`config.mk`:
```
export PLATFORM = sky130hd
export DESIGN_NAME = mem_arbiter
export DESIGN_NICKNAME = d
export VERILOG_FILES = /design/src/rtl/mem_arbiter.sv
export SDC_FILE = /design/constraint.sdc
export NUM_CORES = 1
export LEC_CHECK = 0
export ABC_CLOCK_PERIOD_IN_PS = 3500
export CORE_AREA = 2 2 238 240
export CTS_BUF_LIST = sky130_fd_sc_hd__clkbuf_4 sky130_fd_sc_hd__clkbuf_8 sky130_fd_sc_hd__clkbuf_16
export CTS_CLUSTER_SIZE = 40
export DETAILED_ROUTE_END_ITERATION = 12
export DIE_AREA = 0 0 240 242
export SYNTH_ARGS = -nofsm -noshare
export SYNTH_HDL_FRONTEND = slang
export SYNTH_SLANG_ARGS = --single-unit
```
`constraint.sdc`:
```
create_clock -name clk -period 3.5 [get_ports clk]
set_input_delay 0.525 -clock clk [delete_from_list [all_inputs] [get_ports clk]]
set_output_delay 0.525 -clock clk [all_outputs]
set_load 0.02 [all_outputs]
```
`src/rtl/mem_arbiter.sv`:
```
`default_nettype none
// ============================================================================
// Module   : mem_arbiter
// Brief    : Three-port (X debug, D data, I fetch) arbiter onto one sync RAM.
// Revision : 1.0
// ============================================================================
module mem_arbiter #(
    parameter int ADDR_W = 32,
    parameter int DATA_W = 64
) (
    input  logic                clk,
    input  logic                rst_n,

    input  logic                x_req,
    input  logic [ADDR_W-1:0]   x_addr,
    input  logic                x_we,
    input  logic [DATA_W-1:0]   x_wdata,
    input  logic [DATA_W/8-1:0] x_wstrb,
    input  logic                x_lock,
    output logic                x_gnt,
    output logic                x_rvalid,
    output logic [DATA_W-1:0]   x_rdata,

    input  logic                d_req,
    input  logic [ADDR_W-1:0]   d_addr,
    input  logic                d_we,
    input  logic [DATA_W-1:0]   d_wdata,
    input  logic [DATA_W/8-1:0] d_wstrb,
    output logic                d_gnt,
    output logic                d_rvalid,
    output logic [DATA_W-1:0]   d_rdata,

    input  logic                i_req,
    input  logic [ADDR_W-1:0]   i_addr,
    output logic                i_gnt,
    output logic                i_rvalid,
    output logic [DATA_W-1:0]   i_rdata,

    output logic                mem_en,
    output logic                mem_we,
    output logic [ADDR_W-1:0]   mem_addr,
    output logic [DATA_W-1:0]   mem_wdata,
    output logic [DATA_W/8-1:0] mem_wstrb,
    input  logic [DATA_W-1:0]   mem_rdata
);

    localparam int STRB_W = DATA_W / 8;

    typedef enum logic [1:0] {
        OWN_NONE = 2'd0,
        OWN_X    = 2'd1,
        OWN_D    = 2'd2,
        OWN_I    = 2'd3
    } owner_t;

    logic   r_rr_last;   // 1: D was the last I/D port served
    logic   r_locked;
    owner_t r_rd_owner;

    logic   w_x_gnt;
    logic   w_d_gnt;
    logic   w_i_gnt;

    always_comb begin
        w_x_gnt = 1'b0;
        w_d_gnt = 1'b0;
        w_i_gnt = 1'b0;
        if (rst_n) begin
            if (r_locked) begin
                w_x_gnt = x_req;
            end else if (x_req) begin
                w_x_gnt = 1'b1;
            end else if (i_req && d_req) begin
                w_i_gnt = r_rr_last;
                w_d_gnt = ~r_rr_last;
            end else begin
                w_i_gnt = i_req;
                w_d_gnt = d_req;
            end
        end
    end

    always_comb begin
        mem_we    = 1'b0;
        mem_addr  = '0;
        mem_wdata = '0;
        mem_wstrb = '0;
        if (w_x_gnt) begin
            mem_we    = x_we;
            mem_addr  = x_addr;
            mem_wdata = x_wdata;
            mem_wstrb = x_wstrb;
        end else if (w_d_gnt) begin
            mem_we    = d_we;
            mem_addr  = d_addr;
            mem_wdata = d_wdata;
            mem_wstrb = d_wstrb;
        end else if (w_i_gnt) begin
            mem_addr  = i_addr;
            mem_wstrb = {STRB_W{1'b0}};
        end
    end

    always_ff @(posedge clk or negedge rst_n) begin
        if (!rst_n) begin
            r_rr_last  <= 1'b1;
            r_locked   <= 1'b0;
            r_rd_owner <= OWN_NONE;
        end else begin
            if (w_i_gnt) begin
                r_rr_last <= 1'b0;
            end else if (w_d_gnt) begin
                r_rr_last <= 1'b1;
            end

            // The cycle that drops x_lock is still X-only; release takes effect after it.
            if (r_locked && !x_lock) begin
                r_locked <= 1'b0;
            end else if (w_x_gnt && x_lock) begin
                r_locked <= 1'b1;
            end

            if (w_x_gnt && !x_we) begin
                r_rd_owner <= OWN_X;
            end else if (w_d_gnt && !d_we) begin
                r_rd_owner <= OWN_D;
            end else if (w_i_gnt) begin
                r_rd_owner <= OWN_I;
            end else begin
                r_rd_owner <= OWN_NONE;
            end
        end
    end

    assign x_gnt    = w_x_gnt;
    assign d_gnt    = w_d_gnt;
    assign i_gnt    = w_i_gnt;
    assign mem_en   = w_x_gnt | w_d_gnt | w_i_gnt;

    assign x_rvalid = (r_rd_owner == OWN_X);
    assign d_rvalid = (r_rd_owner == OWN_D);
    assign i_rvalid = (r_rd_owner == OWN_I);

    assign x_rdata  = mem_rdata;
    assign d_rdata  = mem_rdata;
    assign i_rdata  = mem_rdata;

endmodule
`default_nettype wire

```
After elaboration in Yosys (flattened, before gate mapping)
Cells that the tools add are included. Widths: inputs -> output; s select.

Mux-type cells: 27. Bitwise logic cells: 3. Equal/unequal tests: 3. Reduce and logical (&&, ||, !) cells: 10.

Operator list (number): $mux 64 (2); $mux 32 (3); $mux 1 (17); $mux 8 (2); $mux 2 (3); $logic_and 1x1->1 (5); $eq 2x2->1 const B (2); $reduce_bool 2->1 (2); $logic_not 1->1 (3); $eq 2x1->1 const B (1); $or 1x1->1 (2); $not 1->1 (1).

Logic and storage cells: 46. Output and inout port bits: 304. Register bits after elaboration: 4. Input port bits: 312.

Logic depth before layout (Yosys ltp)
Word-level depth: 8. Depth in mapped cells: 6. Mapped depth without buffers: 4.

Worst setup path before layout
OpenSTA, ideal clock, no wires.

Path kind: input-to-output. Start point: input port x_req. End point: output port mem_wdata[55]. Buffers on the path: 1. Stages on the path: 5. Path slack: 1.519 ns. Data arrival time: 1.456 ns. Data required time: 2.975 ns. Cell sequence: nor3b_2 -> nand3_2 -> inv_2 -> buf_2 -> a22o_1.

Word-level cells in the longest chain between the ends: 5. Elaborated cells on any way between the ends: 8. Classes of those cells: mux (8).

RTL lines: start, declared (line 14) `input logic x_req,`; $mux 1 (line 71) `end else if (x_req) begin`; $mux 1 (line 69) `if (r_locked) begin`; $mux 1 (line 68) `if (rst_n) begin`; via d_gnt (line 29) `output logic d_gnt,`; $mux 64 (line 93) `end else if (w_d_gnt) begin`; $mux 64 (line 88) `if (w_x_gnt) begin`; end, declared (line 42) `output logic [DATA_W-1:0] mem_wdata,`.

The timed path passes the listed nets, and every way through them passes these cells.

Worst setup path in the final report
Start point: input port rst_n. End point: output port mem_wstrb[2].

Word-level cells in the longest chain between the ends: 3. Elaborated cells on any way between the ends: 4. Classes of those cells: mux (4).

RTL lines: start, declared (line 12) `input logic rst_n,`; $mux 1 (line 68); $mux 8 (line 93); $mux 8 (*) (line 88); end, declared (line 43) `output logic [DATA_W/8-1:0] mem_wstrb,`.

Mark *: on every way between the ends. The rest lies on a longest branch, timed or not.

==> reports/results.tsv <==
metric	value	unit
largest net degree at the start of global routing	60	
cells after synthesis	378	
largest cells by area after synthesis	buf_4, a22o_1, a221o_1	
Core ar.	55730	um2
vias in the first global route	3639	
CP arrival	2.80	ns
Num CTS Buffers	3	
hold endpoint	r_locked	
Antenna Nets Post-Route	0	
GP Congestion	0.8024	
CTS tree	done	
Post-CTS Setup Bufs	0	
# IOs	616	
first-pass GRT wire length	29090	um
Die Wd	240	um
Clock transition at path regs	0.03	ns
initial antenna violation count	24	
grt ovf	0	
post-route clock period utilization	0.9497	
Reg2Reg Setup Slack	2.11	ns
worst hold path type	reg -> reg	
H-tree lvl count	1	
Syn. warnings	0	
aggregate routed wire length	23130	um
hold slack	0.5495	ns
Die Y	242	um
Power Density	164.0	nW/um2
Max Slew Vio Count	0	
Peak Freq	0.3008	GHz
drt wl/cell	17.93	um
crit-path max FO	59	
Reg-to-Reg End	r_rr_last	
Mean Syn Cell Area	7.875	um2
CP Data Required Time	2.97	ns
Final Hold Fails	0	
Port Buffers	359	
Setup CP Type	in -> out	
Yosys top cell by area	buf_4	
pre-CTS WS	0.1561	ns
Mapped Nets	690	
Area Overhead vs Synth	106.1	%
Hold Path Depth	1	
Worst-Skew Late Latency	0.23	ns
CP Capture Type	output pin	
final setup fails	0	
Syn Std Cell Area	2977	um2
Least-Margin Pin Slew	0.3411	ns
Yosys reg bits	4	
Rows	87	
HP Start	r_locked	
NumNets Final	843	
routed vias/inst	2.744	
PostCTS Resize Cnt	0	
vias post-DR	3540	
peak supply drop	148.5	uV
static leakage	0.002132	uW
Clock Tree Buf Depth	2	
Post-DP HPWL	20710	um
root buffer cell	clkbuf_16	
Sink Count	4	
die area	58080	um2
Setup Skew	0.002724	ns
RSZ-0062 raised after global routing	false	
fraction of layout cells with a size suffix above 1	0.05094	
sequential element share of the synthesized area	0.03405	
DRT iter0 DRCs	128	
post-synthesis cell type count	20	
DRC	0	
Starting Density	0.05341	
top-area cell type share of the netlist area	0.4868	
Worst R2R Start	r_locked	
setup ws final	0.1759	ns
status	finished, final reports clean	
setup TNS	0	ns
Pre-Repair DR Iteration Count	4	
Max-Cap Viols	0	
min cycle time layout	3.324	ns
Slew headroom	0.7726	
cell depth of the worst flop-to-flop path	5	
hold_buf cts	0	
GRT Overall Usage	0.07359	
CP startpoint kind	input port	
==> power by group <==
group,switching [uW],internal (uW)
Clock,34.1,158
Combinational,289,464
Sequential,6.23,54.5
==> registers in the layout, indices dropped and copies added (netlist names) <==
register and count:
r_rd_owner 2, r_locked 1, r_rr_last 1
==> through the flow <==
stage	cell area (um2)	util	std cells	total power [uW]
final	6133	0.1100	1290	1006
after global routing	6131	0.1100	1289	1059
after CTS	6123	0.1099	1286	1018
after detailed placement	6041	0.1084	1282	818.9
after global placement	6041	0.1084	1282	813.1
after floorplan	2977	-	378	637.9
==> routing by layer <==
layer | share of wire | routed length, um | global-route usage
met1 | 0.30 | 7038 | 0.06297
met2 | 0.52 | 12060 | 0.1422
met4 | 0.049 | 1122 | 0.03581
met3 | 0.12 | 2870 | 0.03270
met5 | 0.0014 | 33 | 0
==> layout make-up <==
class | count | area [um2]
clock buffers | 4 | 82.58
diodes | 4 | 10.01
inverters | 3 | 15.01
fillers | 6439 | 49600
multi-input cells | 151 | 1250
well taps | 756 | 945.9
repair buffers | 368 | 3729
flip-flops and latches | 4 | 101.3
==> critical path, cell delays in order <==
cell	delay [ns]
clkdlybuf4s50_1	0.57
nor3b_2	0.25
nand3_2	0.15
inv_4	0.11
buf_12	0.28
a22o_1	0.23
clkdlybuf4s50_1	0.62
==> synthesized netlist by cell type, drive strengths merged <==
cell type / count
nor2b: 2
nor3b: 1
dfstp: 1
and3: 32
inv: 3
nand2b: 1
nand2: 2
and2: 1
clkbuf: 11
buf: 209
nand3: 3
a221o: 32
a22o: 73
o21a: 2
dfrtp: 3
o21ai: 2
==> cell families after synthesis <==
kind of cell	Yosys count	synth area share
AO/OA/AOI/OAI	109	0.3308
flip-flops	4	0.03405
buffers and inverters	223	0.5460
AND/OR/NAND/NOR	42	0.08911
==> worst max path at each step <==
stage                     start       endpoint  slack, ns  cells after the start
after floorplan           x_req  mem_wdata[55]       1.52                      5
after global placement    rst_n   mem_wdata[2]       0.14                      7
after detailed placement  rst_n   mem_wstrb[2]       0.16                      7
after CTS                 rst_n   mem_wdata[2]       0.14                      7
after global routing      rst_n   mem_wdata[2]       0.05                      7
final                     rst_n   mem_wstrb[2]       0.18                      7
==> layout by cell type (no fill, tap or decap) <==
cell type	count
o21a_1	2
and2_1	1
dfstp_2	1
nand2b_1	1
buf_12	7
nor2b_1	2
inv_4	1
diode_2	4
inv_2	1
dfrtp_1	3
clkbuf_16	3
o21ai_0	2
clkinv_2	1
clkbuf_4	1
clkdlybuf4s50_1	351
and3_1	32
a22o_1	73
nand2_1	2
nand3_2	1
nor3b_2	1
buf_4	10
a221o_1	32
nand3_1	2
Power figures use the tool's default switching activity.
